`src/rtl/mb_tx.sv`:
```
// Mainband transmit path: buffers 64-byte flits and serializes each over
// 16 data lanes as 4 fragments x 8 UIs, with a 1111_0000 valid pattern.
module mb_tx #(
  parameter int FLIT_BUF_DEPTH = 4
) (
  input  logic            periph_clkPins_i,
  input  logic            reset,
  input  logic            valid_i,
  input  logic [63:0][7:0] data_i,
  output logic            ready_o,
  output logic [15:0]     dataPins_o,
  output logic            valid_oPin,
  output logic            busy_o,
  output logic            flit_sent_o
);

  localparam int PW = $clog2(FLIT_BUF_DEPTH);
  localparam int CW = PW + 1;
  localparam logic [CW-1:0] DEPTH_C = CW'(FLIT_BUF_DEPTH);

  typedef enum logic [0:0] {
    IDLE = 1'b0,
    SEND = 1'b1
  } state_t;

  logic [63:0][7:0] flit_buf_r [FLIT_BUF_DEPTH];
  logic [PW-1:0]    wr_ptr_r;
  logic [PW-1:0]    rd_ptr_r;
  logic [PW-1:0]    rd_next_s;
  logic [CW-1:0]    count_r;
  state_t           state_r;
  logic [2:0]       ui_r;
  logic [1:0]       frag_r;
  logic [2:0]       ui_next_s;
  logic [1:0]       frag_next_s;
  logic             push_s;
  logic             pop_s;
  logic             more_s;
  logic [63:0][7:0] cur_flit_s;
  logic [63:0][7:0] next_flit_s;

  // Lane b carries bit ui of byte frag*16+b.
  function automatic logic [15:0] lanes(input logic [63:0][7:0] flit,
                                        input logic [1:0] frag,
                                        input logic [2:0] ui);
    logic [15:0] r;
    r = 16'h0000;
    for (int b = 0; b < 16; b++) begin
      r[b] = flit[{frag, 4'(b)}][ui];
    end
    return r;
  endfunction

  assign ready_o     = (count_r < DEPTH_C);
  assign push_s      = valid_i && ready_o;
  assign pop_s       = (state_r == SEND) && (frag_r == 2'd3) && (ui_r == 3'd7);
  assign rd_next_s   = rd_ptr_r + PW'(1);
  // A flit pushed on the completing edge is not yet in the buffer, so forward it.
  assign more_s      = (count_r > CW'(1)) || push_s;
  assign cur_flit_s  = flit_buf_r[rd_ptr_r];
  assign next_flit_s = (count_r > CW'(1)) ? flit_buf_r[rd_next_s] : data_i;

  // Next UI/fragment position within the current flit.
  always_comb begin
    ui_next_s = ui_r + 3'd1;
    if (ui_r == 3'd7) begin
      frag_next_s = frag_r + 2'd1;
    end else begin
      frag_next_s = frag_r;
    end
  end

  // Flit storage write port; contents survive reset.
  always_ff @(posedge periph_clkPins_i) begin
    if (push_s && !reset) begin
      flit_buf_r[wr_ptr_r] <= data_i;
    end
  end

  // Buffer pointers and occupancy.
  always_ff @(posedge periph_clkPins_i) begin
    if (reset) begin
      wr_ptr_r <= '0;
      rd_ptr_r <= '0;
      count_r  <= '0;
    end else begin
      if (push_s) begin
        wr_ptr_r <= wr_ptr_r + PW'(1);
      end
      if (pop_s) begin
        rd_ptr_r <= rd_next_s;
      end
      case ({push_s, pop_s})
        2'b10:   count_r <= count_r + CW'(1);
        2'b01:   count_r <= count_r - CW'(1);
        default: count_r <= count_r;
      endcase
    end
  end

  // Serializer FSM; ui_r/frag_r name the UI currently on the pins.
  always_ff @(posedge periph_clkPins_i) begin
    if (reset) begin
      state_r     <= IDLE;
      ui_r        <= 3'd0;
      frag_r      <= 2'd0;
      dataPins_o  <= 16'h0000;
      valid_oPin  <= 1'b0;
      busy_o      <= 1'b0;
      flit_sent_o <= 1'b0;
    end else begin
      case (state_r)
        IDLE: begin
          ui_r        <= 3'd0;
          frag_r      <= 2'd0;
          flit_sent_o <= 1'b0;
          if (count_r != CW'(0)) begin
            state_r    <= SEND;
            dataPins_o <= lanes(cur_flit_s, 2'd0, 3'd0);
            valid_oPin <= 1'b1;
            busy_o     <= 1'b1;
          end else begin
            dataPins_o <= 16'h0000;
            valid_oPin <= 1'b0;
            busy_o     <= 1'b0;
          end
        end
        SEND: begin
          if (pop_s) begin
            ui_r        <= 3'd0;
            frag_r      <= 2'd0;
            flit_sent_o <= 1'b0;
            if (more_s) begin
              dataPins_o <= lanes(next_flit_s, 2'd0, 3'd0);
              valid_oPin <= 1'b1;
              busy_o     <= 1'b1;
            end else begin
              state_r    <= IDLE;
              dataPins_o <= 16'h0000;
              valid_oPin <= 1'b0;
              busy_o     <= 1'b0;
            end
          end else begin
            ui_r        <= ui_next_s;
            frag_r      <= frag_next_s;
            dataPins_o  <= lanes(cur_flit_s, frag_next_s, ui_next_s);
            valid_oPin  <= (ui_next_s < 3'd4);
            busy_o      <= 1'b1;
            flit_sent_o <= (frag_next_s == 2'd3) && (ui_next_s == 3'd7);
          end
        end
        default: begin
          state_r     <= IDLE;
          ui_r        <= 3'd0;
          frag_r      <= 2'd0;
          dataPins_o  <= 16'h0000;
          valid_oPin  <= 1'b0;
          busy_o      <= 1'b0;
          flit_sent_o <= 1'b0;
        end
      endcase
    end
  end

endmodule

```
`config.mk`:
```
export PLATFORM = sky130hd
export DESIGN_NAME = mb_tx
export DESIGN_NICKNAME = d
export VERILOG_FILES = /design/src/rtl/mb_tx.sv
export SDC_FILE = /design/constraint.sdc
export NUM_CORES = 2
export LEC_CHECK = 0
export ABC_CLOCK_PERIOD_IN_PS = 20200
export CAP_MARGIN = 10
export CELL_PAD_IN_SITES_DETAIL_PLACEMENT = 0
export CELL_PAD_IN_SITES_GLOBAL_PLACEMENT = 1
export CORE_ASPECT_RATIO = 1.25
export CORE_MARGIN = 3
export CORE_UTILIZATION = 49
export DETAILED_ROUTE_END_ITERATION = 16
export HOLD_SLACK_MARGIN = 0.15
export PLACE_DENSITY = 0.85
export SLEW_MARGIN = 20
export SYNTH_ARGS = -nofsm -noshare
export SYNTH_HDL_FRONTEND = slang
export SYNTH_SLANG_ARGS = --single-unit
export TNS_END_PERCENT = 100
```
`constraint.sdc`:
```
create_clock -name periph_clkPins_i -period 20.2 [get_ports periph_clkPins_i]
set_input_delay 2.02 -clock periph_clkPins_i [delete_from_list [all_inputs] [get_ports periph_clkPins_i]]
set_output_delay 2.02 -clock periph_clkPins_i [all_outputs]
set_load 0.02 [all_outputs]
```
After elaboration in Yosys (flattened, before gate mapping)
Memories as Yosys holds them, arrays and structs flattened. A register that Yosys moved wholly into a read port is not among the register bits.
Index checks and enable logic that the tools add are counted.
W data, S select, Z words.
{ "word_totals": {"ff_bits": 31, "ram_bits": 2048, "inputBits": 515, "out_inout_bits": 20, "word_cells": 139, "memories": 1} }
{ "memory_table": {"columns": ["name", "words", "width", "rd", "rd_ports_with_merged_regs", "wr", "line", "source"], "rows": [
  ["flit_buf_r", 4, 512, 2, 1, 1, "26", "logic [63:0][7:0] flit_buf_r [FLIT_BUF_DEPTH];"]
]} }
{ "classes": {"add_sub_neg": 6, "magnitude_cmp": 20, "eq_ne": 6, "n_mux": 87, "bitwise": 1, "n_reduce_logical": 9} }
{ "ops": {"columns": ["cell", "count"], "rows": [
  ["$bmux W8 S2", 16],
  ["$mux W8", 16],
  ["$mux W121", 1],
  ["$lt A6 B7 Y1 const B", 16],
  ["$bmux W1 S3", 16],
  ["$mux W16", 3],
  ["$pmux W16 S2", 1],
  ["$mux W1", 23],
  ["$pmux W3 S2", 2],
  ["$mux W2", 4],
  ["$add A2 B1 Y2 const B", 3],
  ["$add A3 B1 Y3 const B", 2],
  ["$eq A2 B2 Y1 const B", 3],
  ["$eq A3 B3 Y1 const B", 2],
  ["$lt A3 B3 Y1 const B", 2],
  ["$pmux W1 S2", 3],
  ["$logic_and A1 B1 Y1", 5],
  ["$lt A3 B4 Y1 const B", 1],
  ["$pmux W2 S2", 1],
  ["$gt A3 B1 Y1 const B", 1],
  ["$mux W3", 1],
  ["$reduce_bool A3 Y1", 1],
  ["$sub A3 B1 Y3 const B", 1],
  ["$eq A2 B1 Y1 const B", 1],
  ["other kinds (4)", 4]
]} }

Depth between registers and ports, before layout
{ "depth": {"word_depth": 8, "mapped_depth": 15} }

Worst setup path before layout
No wires, ideal clock.
{ "synth_path": {"kind": "in2reg", "from": "in valid_i", "to": "mem flit_buf_r[0][0] in the netlist's numbering, enable pin", "setup_ps": 946, "arrival_ps": 14110, "setup_slack_ps": 5144, "cell_stages": 4, "n_path_buf": 0, "cell_sequence": "nor2b_1 -> inv_1 -> nor2_1 -> and2_1"} }
{ "synth_via": {"elab_chain_cells": 4} }
{ "synth_rtl": {"columns": ["element", "line", "source"], "rows": [
  ["start: declaration", "8", "input logic valid_i,"],
  ["$logic_and A1 B1 Y1", "55", "assign push_s = valid_i && ready_o;"],
  ["$logic_and A1 B1 Y1", "75", "if (push_s && !reset) begin"],
  ["$mux W1", "75", null],
  ["$mux W1 (implied by the code)", "76", "flit_buf_r[wr_ptr_r] <= data_i;"],
  ["end: declaration", "26", null]
]} }
No other way between the ends.

Final worst setup path
{ "layout_path": {"from": "in valid_i", "to": "mem flit_buf_r[3][109] in the netlist's numbering, enable pin"} }
The elaborated chain is that of the path after synthesis.

==> summary.md <==
The post-cts resize count was 0; the final count of negative-setup-slack endpoints was 0. The worst setup path is captured at a flip-flop. After clock tree synthesis, the clock-pin slew on the worst setup and hold paths is 0.06 ns.

The run gives 3597 as the synthesized netlist cell count. STA classifies the critical path startpoint as an input pin. In this design, the largest share of critical-path delay is due to buffers and inverters. Pin placement for this block handled 535 I/O pins. The filler cells instantiated in the layout total 11500.

The path depth of the worst reg2reg path is 11. The detail route stage leaves a number of antenna-violating nets equal to 0. TritonCTS built the clock tree.

The logs give 0 for the hold violation total from the final report and 0.0792 mV for the worst IR drop on VDD. The reg2reg setup slack is 15.09 ns. Including well taps, the total number of placed cells is 6157.

After detailed routing, the number of vias per cell comes to 6.13. The number of buffer and inverter instances along the worst setup path is 5. The final period utilization was 32.1%; the half-perimeter wire length after placement was 132000 um. After synthesis the netlist holds a flip-flop and latch count of 2081. The total power divided by cell area came out at 97.1 nW/um^2. For this run, the slowest stage of the critical path takes 0.91 ns.

For the initial antenna violation count, the log shows 129. The logs give 162000 um^2 for the area of the core region and 0 for the number of warning messages in the yosys log. The CTS sink count was 2081; the hold-critical path depth was 2. CTS built an H-tree with a depth of 4.

Timing analysis after detailed placement gives a worst setup slack of 12.90 ns. For the relative slew slack, the log shows 18.5%. The logs give 154 MHz for the maximum clock frequency and 0 for the count of hold-fix buffers inserted at cts. Initial cell density of the core: 49.4%. The tools report the total nets after synthesis as 4125. The post-route netlist has 21.2% of its cells at a drive strength greater than 1. For this design the static power due to leakage is 28.7 nW. The area fraction in compound gates after synthesis came out at 1.74%. For this run, the post-layout net count is 4707. Wires add up to 211000 um. Worst hold-check path type: flip-flop to flip-flop.

The non-filler instance count after layout is 6584, and the transition time of the tightest slew-check pin is 1.22 ns. The slack of the critical path was 13.71 ns; the all-layer global routing usage was 25.0%. The mean routed wirelength per cell was 32.0 um; the final RePlAce weighted congestion was 0.814.

Of the total synthesized cell area, the portion taken by AND, OR, NAND and NOR gates is 2.71%. Counting buffers and inverters, the worst setup path is 8 cells deep. The horizontal die dimension came out at 368 um. The run gives 80200 um^2 as the synthesized cell area.

First-pass GRT wire length: 299000 um. For this run, the leading register cell type out of synthesis is sky130_fd_sc_hd__edfxtp_1. The die covers 169000 um^2. Data arrives at the worst endpoint at 6.92 ns. The initial DRC count is 5258. By area, the combinational part of the netlist is dominated by multiplexers.

The number of buffers inserted by port buffering came out at 534. The routed layout has 40400 vias. Walking the worst path, the cells encountered are clkdlybuf4s50_1, nor2b_1, inv_1, nor2_1, and2_4, buf_4, buf_4, buf_4.

The cell sitting at the root of the clock tree is a sky130_fd_sc_hd__clkbuf_16. The number of max-slew violations in the final report was 0; the iteration count of the initial detailed-routing pass was 6. Of the synthesized area, sequential elements account for 77.5%.

Summing the areas of all fa, ha and maj instances in the mapped netlist gives 0.203% of the synthesized area. After clock tree synthesis, the setup repair step added 0 buffers. The share of async-settable or async-resettable flops after synthesis is 0%, and the residual overflow from global routing is 0. The number of synthesized flops with an enable pin is 2048. The tools report the number of global-route vias before repair as 40700. The utilization after layout is 58.1%. The run finished with clean final reports. Data on the critical path is required at its endpoint by 20.63 ns.

Floorplan row count: 165. The setup path with the least slack is of type input pin to flip-flop. In the routed design, unresolved DRC markers number 0. Among the stages of the critical path, the cell type that occurs most often is sky130_fd_sc_hd__buf_4.

Entering global routing, the biggest net connects 171 pins. Clock tree synthesis inserted a total of 190 buffers. After Yosys synthesis, XOR and XNOR cells account for 0.0998% of the synthesized area.

The clock reaches the later pin of the worst-skew pair after 0.84 ns. In this run the worst path has a maximum fanout of 65. The die height is 458 um. Compared with the post-synthesis result, the final layout area differs by 17.5%.

Setup repair after global routing left no endpoint under its margin. The longest clock path from root to sink contains 3 buffers. Max-capacitance violation count: 0. In the synthesized netlist, mux cells make up 16.1% of the area.

Average cell area after synthesis: 22.3 um^2. The post-route minimum period came out at 6.49 ns. For the final database, setup skew stands at 0.0540 ns.

The distinct cell type count after synthesis was 75. The master of the slowest instance on the critical path is sky130_fd_sc_hd__buf_4. In the final timing run, aggregate negative setup slack is 0 ns.
-- through the flow --
stage / hold slack [ns] / area [um^2] / total power, mW
finish: 0.553 / 94300 / 9.15
global placement: 0.528 / 87600 / 5.53
CTS: 0.556 / 94000 / 9.19
floorplan: 0.492 / 80200 / 5.28
global route: 0.586 / 94100 / 9.40
detailed placement: 0.548 / 87600 / 5.55
-- synthesized netlist by cell type, drive strengths merged (5+ instances only) --
master | number | area share (%)
o22ai | 29 | 0.23
a2111oi | 8 | 0.11
o211ai | 7 | 0.065
buf | 163 | 1.5
and3 | 5 | 0.039
mux4 | 543 | 15
nor2 | 29 | 0.14
a31oi | 17 | 0.13
nor4 | 5 | 0.047
o221ai | 12 | 0.13
a32oi | 26 | 0.28
mux2i | 60 | 0.76
a21oi | 36 | 0.22
inv | 9 | 0.042
ha | 13 | 0.20
o21ai | 24 | 0.15
dfxtp | 33 | 0.82
nand2 | 295 | 1.4
nor3b | 8 | 0.075
clkbuf | 34 | 0.16
nand4 | 32 | 0.25
edfxtp | 2048 | 77
nor3 | 11 | 0.069
a211oi | 11 | 0.11
nand3 | 75 | 0.49
and2 | 5 | 0.039
-- area by class of cell --
class / instances / area (um^2) / share of cell area, %
diodes: 74 / 185 / 0.196
clock buffers: 235 / 4930 / 5.23
clock inverters: 117 / 1510 / 1.60
inverters: 9 / 33.8 / 0.0358
multi-input cells: 1310 / 16800 / 17.8
flip-flops and latches: 2081 / 62200 / 66.0
well taps: 2171 / 2720 / 2.88
repair buffers: 587 / 5920 / 6.28
-- power by group --
part	internal (mW)	leakage, nW	switching [mW]
Combinational	0.207	6.70	0.328
Sequential	4.88	18.9	0.0459
Clock	2.09	3.10	1.59
Total	7.18	28.7	1.97
-- cells in the final DEF, fill, tap and decap left out, types with 8 or more instances in the layout --
| master | n |
|---|---|
| sky130_fd_sc_hd__bufinv_16 | 26 |
| sky130_fd_sc_hd__buf_12 | 12 |
| sky130_fd_sc_hd__nand2_1 | 295 |
| sky130_fd_sc_hd__nand4_1 | 32 |
| sky130_fd_sc_hd__clkdlybuf4s50_1 | 534 |
| sky130_fd_sc_hd__nor3b_1 | 8 |
| sky130_fd_sc_hd__o21ai_0 | 13 |
| sky130_fd_sc_hd__a211oi_1 | 10 |
| sky130_fd_sc_hd__buf_4 | 39 |
| sky130_fd_sc_hd__o22ai_1 | 29 |
| sky130_fd_sc_hd__ha_1 | 13 |
| sky130_fd_sc_hd__a32oi_1 | 26 |
| sky130_fd_sc_hd__clkbuf_1 | 44 |
| sky130_fd_sc_hd__a21oi_1 | 35 |
| sky130_fd_sc_hd__diode_2 | 74 |
| sky130_fd_sc_hd__edfxtp_1 | 2048 |
| sky130_fd_sc_hd__mux4_2 | 542 |
| sky130_fd_sc_hd__clkinv_2 | 32 |
| sky130_fd_sc_hd__nand3_1 | 69 |
| sky130_fd_sc_hd__dfxtp_1 | 29 |
| sky130_fd_sc_hd__mux2i_1 | 59 |
| sky130_fd_sc_hd__clkbuf_16 | 190 |
| sky130_fd_sc_hd__o221ai_1 | 12 |
| sky130_fd_sc_hd__nor3_1 | 10 |
| sky130_fd_sc_hd__o21ai_1 | 10 |
| sky130_fd_sc_hd__a31oi_1 | 17 |
| sky130_fd_sc_hd__nor2_1 | 21 |
| sky130_fd_sc_hd__clkinv_1 | 28 |
| sky130_fd_sc_hd__clkinvlp_4 | 11 |
-- routing by layer --
layer  global-route usage (%)  vias to the layer above  share of wire, %
met5                        0                        -              0.25
li1                         -                    16500                 -
met4                     8.23                       82               3.3
met3                     9.61                      405                13
met1                     32.6                    21100                35
met2                     39.0                     2281                48
-- worst min-delay path, stage by stage, from the launching register on --
cell and delay (ns):
sky130_fd_sc_hd__dfxtp_1 0.35, sky130_fd_sc_hd__o21ai_0 0.09, sky130_fd_sc_hd__a21oi_1 0.06
-- state kept, by name, summed over array words and instances (netlist names), named ones only --
register and cells:
flit_buf_r 2048, dataPins_o 16, count_r 3, ui_r 3
frag_r 2, rd_ptr_r 2, wr_ptr_r 2, flit_sent_o 1
state_r 1, valid_oPin 1
-- path summary, 6_finish.rpt --
kind | from | endpoint
max | valid_i | flit_buf_r[3][109]$_DFFE_PP_
min | count_r[2]$_SDFFE_PP0P_ | count_r[2]$_SDFFE_PP0P_
max reg2reg | ui_r[0]$_SDFF_PP0_ | dataPins_o[15]$_SDFF_PP0_
min reg2reg | count_r[2]$_SDFFE_PP0P_ | count_r[2]$_SDFFE_PP0P_
-- kinds of logic after synthesis --
| family | count (synthesis) |
|---|---|
| and+or+nand+nor | 485 |
| adders and majority gates | 13 |
| buffers and inverters | 206 |
| DFF | 2081 |
| xor gates and xnor gates | 7 |
| AOI/OAI and AO/OA | 198 |
| muxes | 607 |
Note: power is estimated with default switching activity, not from simulation.
